### config.mk
export PLATFORM = sky130hd
export DESIGN_NAME = rgmii_inband_status_ctrl_flat
export DESIGN_NICKNAME = d
export VERILOG_FILES = /design/src/rtl/rgmii_inband_status_ctrl_if.sv /design/src/rtl/rgmii_inband_status_ctrl.sv /design/src/flat_wrapper.sv
export SDC_FILE = /design/constraint.sdc
export NUM_CORES = 1
export LEC_CHECK = 0
export ABC_AREA = 1
export CORE_ASPECT_RATIO = 1.5
export CORE_MARGIN = 2
export CORE_UTILIZATION = 45
export CTS_CLUSTER_SIZE = 10
export DETAILED_ROUTE_END_ITERATION = 6
export MAX_ROUTING_LAYER = met4
export PLACE_DENSITY = 0.78
export SLEW_MARGIN = 10
export SYNTH_ARGS = -nofsm -noshare
export SYNTH_HDL_FRONTEND = slang
export SYNTH_SLANG_ARGS = --single-unit
### constraint.sdc
create_clock -name gmii_rx_clk -period 1.48 [get_ports gmii_rx_clk]
set_clock_uncertainty 0.05 [all_clocks]
set_input_delay 0.148 -clock gmii_rx_clk [delete_from_list [all_inputs] [get_ports gmii_rx_clk]]
set_output_delay 0.148 -clock gmii_rx_clk [all_outputs]
set_load 0.02 [all_outputs]
### src/rtl/rgmii_inband_status_ctrl_if.sv
// Signal bundle between the RGMII/GMII bridge, the MAC TX observation points and the link-config controller.
// The controller takes the slave view; the bridge side (or a bench) drives through the master view.
interface rgmii_inband_status_ctrl_if;
  logic [7:0] gmii_rxd;
  logic       gmii_rx_dv;
  logic       gmii_rx_er;
  logic       gmii_tx_en;
  logic       gmii_tx_er;
  logic [1:0] speed_selection;
  logic       duplex_mode;
  logic       link_up;
  logic       tx_hold;
  logic       cfg_update;

  modport master (
    output gmii_rxd, gmii_rx_dv, gmii_rx_er, gmii_tx_en, gmii_tx_er,
    input  speed_selection, duplex_mode, link_up, tx_hold, cfg_update
  );

  modport slave (
    input  gmii_rxd, gmii_rx_dv, gmii_rx_er, gmii_tx_en, gmii_tx_er,
    output speed_selection, duplex_mode, link_up, tx_hold, cfg_update
  );
endinterface

### src/rtl/rgmii_inband_status_ctrl.sv
// Debounces RGMII in-band status and applies speed/duplex/link only at a TX frame boundary.
// Latency STABLE_COUNT+2 cycles minimum; holds the MAC off (tx_hold) indefinitely while TX is busy.
module rgmii_inband_status_ctrl #(
  parameter int unsigned STABLE_COUNT   = 8,
  parameter logic [1:0]  DEFAULT_SPEED  = 2'b10,
  parameter logic        DEFAULT_DUPLEX = 1'b1
) (
  input logic                       gmii_rx_clk,
  input logic                       reset,
  rgmii_inband_status_ctrl_if.slave bus
);

  localparam logic [7:0] STABLE_CNT = 8'(STABLE_COUNT);

  typedef enum logic [1:0] {MONITOR, PENDING, APPLY} state_t;

  state_t     state, state_nxt;
  logic [7:0] cnt;
  logic       cand_link, cand_duplex;
  logic [1:0] cand_speed;
  logic       link_q, duplex_q, hold_q, upd_q;
  logic [1:0] speed_q;

  logic       rx_idle, sample_ok, same_as_cand;
  logic       s_link, s_duplex;
  logic [1:0] s_speed;
  logic       accepted, change_pending, tx_idle, do_apply;

  assign rx_idle      = !bus.gmii_rx_dv && !bus.gmii_rx_er;
  assign s_link       = bus.gmii_rxd[0];
  assign s_speed      = bus.gmii_rxd[2:1];
  assign s_duplex     = bus.gmii_rxd[3];
  assign sample_ok    = (bus.gmii_rxd[7:4] == bus.gmii_rxd[3:0]) && (s_speed != 2'b11);
  assign same_as_cand = {s_link, s_speed, s_duplex} == {cand_link, cand_speed, cand_duplex};
  assign tx_idle      = !bus.gmii_tx_en && !bus.gmii_tx_er;

  // Status bits are only meaningful between frames; frame/error cycles freeze the debouncer.
  always_ff @(posedge gmii_rx_clk or posedge reset) begin
    if (reset) begin
      cnt         <= '0;
      cand_link   <= 1'b0;
      cand_speed  <= 2'b00;
      cand_duplex <= 1'b0;
    end else if (rx_idle) begin
      if (!sample_ok) begin
        cnt <= '0;
      end else if (same_as_cand) begin
        if (cnt < STABLE_CNT) cnt <= cnt + 8'd1;
      end else begin
        cand_link   <= s_link;
        cand_speed  <= s_speed;
        cand_duplex <= s_duplex;
        cnt         <= 8'd1;
      end
    end
  end

  assign accepted = (cnt == STABLE_CNT);

  // With link down the reported speed/duplex are meaningless, so only link_up is compared.
  assign change_pending = accepted &&
                          (cand_link ? ({cand_link, cand_speed, cand_duplex} != {link_q, speed_q, duplex_q})
                                     : link_q);

  always_ff @(posedge gmii_rx_clk or posedge reset) begin
    if (reset) state <= MONITOR;
    else       state <= state_nxt;
  end

  always_comb begin
    state_nxt = state;
    do_apply  = 1'b0;
    unique case (state)
      MONITOR: if (change_pending) state_nxt = PENDING;
      PENDING: begin
        if (!accepted)    state_nxt = MONITOR;
        else if (tx_idle) state_nxt = APPLY;
      end
      APPLY: begin
        // A sample landing on the PENDING->APPLY edge can still knock the candidate out.
        do_apply  = accepted;
        state_nxt = MONITOR;
      end
      default: state_nxt = MONITOR;
    endcase
  end

  always_ff @(posedge gmii_rx_clk or posedge reset) begin
    if (reset) begin
      speed_q  <= DEFAULT_SPEED;
      duplex_q <= DEFAULT_DUPLEX;
      link_q   <= 1'b0;
      hold_q   <= 1'b0;
      upd_q    <= 1'b0;
    end else begin
      hold_q <= (state_nxt != MONITOR);
      upd_q  <= do_apply;
      if (do_apply) begin
        link_q <= cand_link;
        if (cand_link) begin
          speed_q  <= cand_speed;
          duplex_q <= cand_duplex;
        end
      end
    end
  end

  assign bus.speed_selection = speed_q;
  assign bus.duplex_mode     = duplex_q;
  assign bus.link_up         = link_q;
  assign bus.tx_hold         = hold_q;
  assign bus.cfg_update      = upd_q;

endmodule
### src/flat_wrapper.sv
// flat-port wrapper written by rule: the top's interface ports become plain ports
module rgmii_inband_status_ctrl_flat 
#(
  parameter int unsigned STABLE_COUNT   = 8,
  parameter logic [1:0]  DEFAULT_SPEED  = 2'b10,
  parameter logic        DEFAULT_DUPLEX = 1'b1
)
  (gmii_rx_clk, reset, bus_gmii_rxd, bus_gmii_rx_dv, bus_gmii_rx_er, bus_gmii_tx_en, bus_gmii_tx_er, bus_speed_selection, bus_duplex_mode, bus_link_up, bus_tx_hold, bus_cfg_update);
  rgmii_inband_status_ctrl_if bus_i ();
  input logic gmii_rx_clk;
  input logic reset;
  input wire logic [$bits(bus_i.gmii_rxd)-1:0] bus_gmii_rxd;
  input wire logic [$bits(bus_i.gmii_rx_dv)-1:0] bus_gmii_rx_dv;
  input wire logic [$bits(bus_i.gmii_rx_er)-1:0] bus_gmii_rx_er;
  input wire logic [$bits(bus_i.gmii_tx_en)-1:0] bus_gmii_tx_en;
  input wire logic [$bits(bus_i.gmii_tx_er)-1:0] bus_gmii_tx_er;
  output wire logic [$bits(bus_i.speed_selection)-1:0] bus_speed_selection;
  output wire logic [$bits(bus_i.duplex_mode)-1:0] bus_duplex_mode;
  output wire logic [$bits(bus_i.link_up)-1:0] bus_link_up;
  output wire logic [$bits(bus_i.tx_hold)-1:0] bus_tx_hold;
  output wire logic [$bits(bus_i.cfg_update)-1:0] bus_cfg_update;
  assign bus_i.gmii_rxd = bus_gmii_rxd;
  assign bus_i.gmii_rx_dv = bus_gmii_rx_dv;
  assign bus_i.gmii_rx_er = bus_gmii_rx_er;
  assign bus_i.gmii_tx_en = bus_gmii_tx_en;
  assign bus_i.gmii_tx_er = bus_gmii_tx_er;
  assign bus_speed_selection = bus_i.speed_selection;
  assign bus_duplex_mode = bus_i.duplex_mode;
  assign bus_link_up = bus_i.link_up;
  assign bus_tx_hold = bus_i.tx_hold;
  assign bus_cfg_update = bus_i.cfg_update;
  rgmii_inband_status_ctrl #(.STABLE_COUNT(STABLE_COUNT), .DEFAULT_SPEED(DEFAULT_SPEED), .DEFAULT_DUPLEX(DEFAULT_DUPLEX)) u_core (.gmii_rx_clk(gmii_rx_clk), .reset(reset), .bus(bus_i));
endmodule
== Yosys cells after proc, flatten, opt, wreduce, memory -nomap -nowiden ==
Cells that the tools add are included.

* Bits in registers: 20
* Latch bits: 0
* Memory bits (writable): 0
* Bits in read-only memories: 0
* Input bits: 14
* Output and inout bits: 6
* Word-level logic and storage cells: 43
* Memories kept: 0

* Add/sub/neg operators: 1
* Multiply operators: 0
* Divide/modulo/power cells: 0
* $lt $le $gt $ge: 1
* Equal/unequal tests: 8
* Shifts and indexed selects: 0
* Multiplexer cells: 9
* Bitwise logic cells: 1
* Reduce and logical (&&, ||, !) cells: 13

{| class="wikitable"
|+ Operator list
! cell !! number
|-
| two-way mux 8 bit || 3
|-
| adder 8 x 1 -> 8 bit, second input constant || 1
|-
| equality test 4 bit || 2
|-
| equality test 8 x 4 -> 1 bit, second input constant || 1
|-
| < comparator 8 x 4 -> 1 bit, second input constant || 1
|-
| two-way mux 2 bit || 3
|-
| logical AND 1 bit || 4
|-
| logical NOT 1 bit || 4
|-
| inequality test 4 bit || 1
|-
| case mux 2 bit (2 select lines) || 1
|-
| AND reduction 2 bit || 2
|-
| inequality test 3 bit, second input constant || 1
|-
| AND reduction 3 bit || 1
|-
| equality test 2 x 1 -> 1 bit, second input constant || 1
|-
| equality test 2 bit, second input constant || 1
|-
| logical NOT 2 bit || 1
|-
| two-way mux 1 bit || 2
|-
| inequality test 2 bit, second input constant || 1
|-
| nonzero test 2 bit || 1
|-
| inverter 1 bit || 1
|}

== Depth between registers and ports, before layout ==
Gate-level depths: netlist of run 1.

* Depth in word-level cells: 6
* Mapped depth: 10
* Depth with buffers taken out: 10

== Worst setup path after synthesis of run 1 ==
OpenSTA, ideal clock, no wires.

* Path type: register -> register
* From: register u_core.cnt[0]
* To: register u_core.speed_q[0] (netlist: u_core.bus.speed_selection[0])
* Library setup time: 0.126 ns
* Arrival time: 1.096 ns
* Required time: 1.304 ns
* Path slack: 0.207 ns
* Cell stages (with the launch flop): 10
* Buffers on the path: 0
* Clock period less this slack: 1.273 ns
* Cell sequence: dfrtp_1 inv_1 ha_1 nand2_1 nor2_1 nand3_1 inv_1 nand2_2 nand2_1 o21ai_0

* Longest elaborated chain between the ends: 3

{| class="wikitable"
|+ Ends and longest elaborated chain
! element !! line !! source
|-
| start: declaration || rgmii_inband_status_ctrl.sv:18 || <nowiki>logic [7:0] cnt;</nowiki>
|-
| start signal: assignment || rgmii_inband_status_ctrl.sv:48 || <nowiki>if (cnt < STABLE_CNT) cnt <= cnt + 8'd1;</nowiki>
|-
| equality test 8 x 4 -> 1 bit || rgmii_inband_status_ctrl.sv:58 || <nowiki>assign accepted = (cnt == STABLE_CNT);</nowiki>
|-
| two-way mux 1 bit || rgmii_inband_status_ctrl.sv:73 || <nowiki>unique case (state)</nowiki>
|-
| named net u_core.do_apply || rgmii_inband_status_ctrl.sv:27 || <nowiki>logic accepted, change_pending, tx_idle, do_apply;</nowiki>
|-
| AND reduction 2 bit (no line) || - ||
|-
| end signal: assignment || rgmii_inband_status_ctrl.sv:101 || <nowiki>speed_q <= cand_speed;</nowiki>
|-
| end: declaration || rgmii_inband_status_ctrl.sv:22 || <nowiki>logic [1:0] speed_q;</nowiki>
|}

The timed path passes the listed nets, and every way through them passes these cells.
A chain may end at the register's enable or synchronous reset.

== Worst setup path in the final report of run 1 ==
* From: register u_core.upd_q (netlist: u_core.bus.cfg_update)
* To: output port bus_cfg_update

{| class="wikitable"
|+ RTL lines
! element !! line !! source
|-
| start: declaration || rgmii_inband_status_ctrl.sv:21 || <nowiki>logic link_q, duplex_q, hold_q, upd_q;</nowiki>
|-
| start signal: assignment || rgmii_inband_status_ctrl.sv:97 || <nowiki>upd_q <= do_apply;</nowiki>
|-
| end: declaration || flat_wrapper.sv:21 || <nowiki>output wire logic [$bits(bus_i.cfg_update)-1:0] bus_cfg_update;</nowiki>
|}

No word-level cell between the ends.

==> qor.csv, run 1 <==
metric;value;unit
cts_tree;yes;
overflow;0;
wirelength;2380;um
end_kind;output pin;
num_rows;22;
grt_pass1_vias;928;
tightest_slew;0.256;ns
synth.area.top_cells;dfrtp_1 40%, nand2_1 16%, inv_1 9.0%;
layout_common_cells;48 x nand2_1, 26 x inv_1, 17 x dfrtp_1;
grt_use_total;0.172;
syn_area;0.00113;mm^2
ys_seq_area_frac;0.446;
vdd_ir_drop_max;0.599;mV
syn-mean-instance-area;7.42;um^2
ant_nets;0;
path_clk_slew;0.11;ns
h-tree-depth;1;
die_height;65.3;um
path_delay_family;buffers and inverters;
p_leak;0.803;nW
clockRootBuffer;clkbuf_4;
multiInputGateArea;518;um^2
cp-start-kind;flip-flop;
synth_warnings;0;
setup-tns-final;0;ns
yosysTopAreaCell;dfrtp_1;
nFillCells;216;
slowest_delay;0.59;ns
fin_nets;202;
layout_setup_ws;0.0571;ns
mostFrequentLayoutCell;nand2_1;
core;0.00242;mm^2
synth_top_area_frac;0.400;
fmax;703;MHz
num_io_pins;20;
dr_total_vias;1012;
ctsHoldBuffers;0;
synth_cell_types;20;
ff_latch_area;504;um^2
insertion_delay;0.30;ns
reg2reg_to;u_core.cnt[1];
dr.pass1.iters;4;
maxCapViolations;0;
status;finished clean;
grt_pass1_wl;3640;um
setup_violations;0;
finalCriticalPeriod;1.42;ns
start_util;0.465;
path_cells;clkdlybuf4s50_1;
finalMaxSlewViolations;0;
ys_ff_latch;20;
synth_cells;152;
drc;0;
relSlewSlack;0.829;
grt_max_degree;21;
crit_type;flip-flop to output pin;
detail_route.iter0.violations;39;
total_power;1.38;mW
fp.dieW;44.9;um
hold_path.class;input port to async pin;
period_share;0.961;
antenna_found_initial;0;
die-area;0.00293;mm^2
worstPathArrival;1.22;ns
drive_gt1_frac;0.173;
rsz0062_at_grt;yes;
crit_fanout;1;
path_buf_inv;1;
cp.required;1.28;ns
r2r_cells;8;
gp_congestion;0.906;
diodes;0;
final_util;0.613;
p_per_area;927;mW/mm^2
wire_per_inst;11.4;um
area_growth;31.6;%
syn_nets;168;
slowest_stage;clkdlybuf4s50_1;
vias_per_cell;4.84;
portBuffers;19;
clockBufferDepth;2;
r2r_setup_slack;0.09;ns
finalHoldViolCount;0;
reg2reg_from;u_core.cand_speed[0];
dp_slack;-0.207;ns
dp_hpwl;1810;um
cts_buffers;3;
clock_sinks;20;
==> registers in the layout (all words and copies together), names as in the netlist <==
register / count
u_core.bus.speed_selection: 2
u_core.bus.tx_hold: 1
u_core.bus.cfg_update: 1
u_core.cnt: 8
u_core.cand_duplex: 1
u_core.state: 2
u_core.cand_link: 1
u_core.cand_speed: 2
u_core.bus.link_up: 1
u_core.bus.duplex_mode: 1
==> metal layers <==
| metal | vias up | wire, um | global-route usage |
|---|---|---|---|
| met2 | 15 | 1350 | 0.328 |
| met1 | 458 | 931 | 0.172 |
| li1 | 535 | - | - |
| met4 | 0 | 33 | 0.0662 |
| met3 | 4 | 61 | 0.0165 |
| met5 | - | 0 | - |
==> cells by family (layout without fill, tap and decap cells) <==
family                     after synthesis  after routing  share of synthesized area
xor gates and xnor gates                 3              3                     0.0233
AOI/OAI and AO/OA                        9              9                     0.0499
buffers and inverters                   31             64                      0.103
adders and majority gates                2              2                     0.0222
DFF                                     20             20                      0.446
and+or+nand+nor                         87             87                      0.355
==> metrics by stage <==
| stage | hold WS, ns | instances | instance area (um^2) |
|---|---|---|---|
| finish | 0.106 | 209 | 1480 |
| global route | 0.147 | 209 | 1480 |
| CTS | 0.109 | 207 | 1460 |
| detailed placement | 0.436 | 202 | 1400 |
| global placement | 0.435 | 202 | 1400 |
| floorplan | 0.0603 | 152 | 1130 |
==> Yosys cell counts (all sizes together) <==
| cell | number |
|---|---|
| a21oi | 2 |
| o21ai | 7 |
| xnor2 | 1 |
| dfrtp | 18 |
| nor2 | 19 |
| nand4 | 9 |
| nand3 | 7 |
| inv | 31 |
| nor3 | 2 |
| nand2 | 50 |
| xor2 | 2 |
| ha | 2 |
| dfstp | 2 |
==> timing repair <==
item	in CTS	in global routing
setup endpoints to repair	5	16
hold endpoints to repair	0	0
setup buffers	1	2
gates resized for setup	4	7
==> how the worst max path moves through the flow <==
stage	startpoint	to	slack [ns]	cells past startpoint
floorplan	u_core.cnt[0]	u_core.bus.speed_selection[0]	0.21	9
global placement	bus_gmii_rxd[3]	u_core.cand_duplex	-0.18	10
detailed placement	bus_gmii_rxd[3]	u_core.cand_speed[0]	-0.21	10
CTS	u_core.bus.tx_hold	bus_tx_hold	0.02	1
global route	u_core.cand_speed[1]	u_core.cnt[5]	-0.006	8
finish	u_core.bus.cfg_update	bus_cfg_update	0.06	1
==> area by class of cell <==
cell class,count,area share
Inverter,31,0.0784
Timing Repair Buffer,29,0.177
Clock inverter,1,0.0202
Tap cell,24,0.0202
Sequential cell,20,0.340
Multi-Input combinational cell,101,0.349
Clock buffer,3,0.0152
==> report_power, final <==
group	internal, mW	switching, mW
registers	0.579	0.0364
logic	0.136	0.177
clock network	0.274	0.173
total	0.989	0.386
Note: power is estimated with default switching activity, not from simulation.
==> run 2: changes to the inputs <==
clock period = 1.8 ns   (was 1.48 ns; I/O delays follow)
==> qor.csv, run 2 (synthesis gave the netlist of run 1 again) <==
metric;value;unit
status;finished clean;
num_io_pins;20;
cp.required;1.57;ns
grt_pass1_wl;4110;um
p_sw;315;uW
grt_use_total;0.194;
fmax;583;MHz
clockPowerShare;0.344;
cts_tree;yes;
dr_total_vias;1001;
power_switching_share;0.286;
path_clk_slew;0.12;ns
finalMaxSlewViolations;0;
cp-start-kind;flip-flop;
largest_register_ffs;8;
fin_nets;193;
clock_sinks;20;
diodes;0;
dr.pass1.iters;4;
cp.depth;1;
clockBufferDepth;2;
overflow;0;
cts_buffers;3;
tightest_slew;0.479;ns
cts_setup_buffers;0;
vias_per_cell;5.01;
p_per_area;781;mW/mm^2
core;0.00242;mm^2
path_buf_inv;1;
ant_nets;0;
portBuffers;19;
end_kind;output pin;
ctsHoldBuffers;0;
insertion_delay;0.32;ns
p_int;785;uW
grt_pass1_vias;1006;
p_leak;0.713;nW
period_share;0.953;
maxCapViolations;0;
rsz0062_at_grt;no;
num_rows;22;
slowest_stage;clkdlybuf4s50_1;
crit_fanout;3;
start_util;0.465;
fp.dieW;44.9;um
layout_common_cells;48 x nand2_1, 27 x inv_1, 19 x clkdlybuf4s50_1;
finalHoldViolCount;0;
wire_per_inst;11.5;um
pwr-share-seq;0.466;
drive_gt1_frac;0.108;
cts_resized;0;
die_height;65.3;um
hold_path.class;input port to async pin;
antenna_found_initial;0;
setup-tns-final;0;ns
die-area;0.00293;mm^2
clockRootBuffer;clkbuf_4;
mostFrequentLayoutCell;nand2_1;
h-tree-depth;1;
worstPathArrival;1.49;ns
grt_max_degree;21;
path_cells;clkdlybuf4s50_1;
final_util;0.581;
dp_hpwl;1830;um
r2r_cells;8;
gp_congestion;0.903;
drc;0;
path_delay_family;buffers and inverters;
area_growth;24.9;%
regMostFlops;u_core.cnt;
wirelength;2300;um
detail_route.iter0.violations;29;
setup_violations;0;
relSlewSlack;0.680;
crit_type;flip-flop to output pin;
slowest_delay;0.60;ns
vdd_ir_drop_max;0.342;mV
finalCriticalPeriod;1.72;ns
power_frac_comb;0.190;
## run 2: cell types whose count changed in the layout (fill, tap and decap cells not counted), moves of 2 or more
| cell | previous run | this run |
|---|---|---|
| nor2_1 | 14 | 16 |
| clkdlybuf4s50_1 | 14 | 19 |
| dlygate4sd2_1 | 4 | 0 |
| nor2_2 | 3 | 1 |
| buf_4 | 10 | 1 |
## run 2: cell type report
type | count | area (um^2)
fillers | 221 | 1010
clock buffers | 3 | 22.5
well taps | 24 | 30.0
flip-flops and latches | 20 | 503
repair buffers | 20 | 198
multi-input cells | 101 | 508
inverters | 31 | 116
clock inverters | 1 | 30.0
## run 2: worst paths after layout
check	slack (ns)	to	start
setup / recovery	0.08	bus_duplex_mode	u_core.bus.duplex_mode
hold / removal	0.12	u_core.state[1]	reset
setup reg to reg	0.33	u_core.cnt[2]	u_core.cand_link
hold reg to reg	0.45	u_core.cnt[7]	u_core.cnt[7]
max in group asynchronous	1.30	u_core.bus.speed_selection[1]	reset
min in group gmii_rx_clk	0.44	u_core.state[1]	bus_gmii_tx_en
## run 2: power groups by stage
stage | sequential [mW] | combinational (mW) | clock (mW)
after global routing | 0.517 | 0.241 | 0.406
after floorplan | 0.511 | 0.147 | 0
after global placement | 0.521 | 0.203 | 0
after CTS | 0.512 | 0.212 | 0.386
after detailed placement | 0.520 | 0.211 | 0
final | 0.512 | 0.209 | 0.378
## run 2: per-layer routing
| metal | GRT usage | share of wire |
|---|---|---|
| met5 | - | 0 |
| met4 | 0.103 | 0.028 |
| met3 | 0.0220 | 0.019 |
| met2 | 0.364 | 0.57 |
| met1 | 0.184 | 0.38 |
## run 2: stage by stage
stage	std cells	cell area, um^2	setup slack [ns]	hold WS [ns]	power, mW
after floorplan	152	1130	0.527	0.0923	0.658
after global placement	196	1360	0.0615	0.434	0.724
after detailed placement	196	1360	0.0300	0.435	0.731
after CTS	200	1410	0.0719	0.128	1.11
after global routing	200	1410	0.0385	0.163	1.16
final	200	1410	0.0840	0.121	1.10
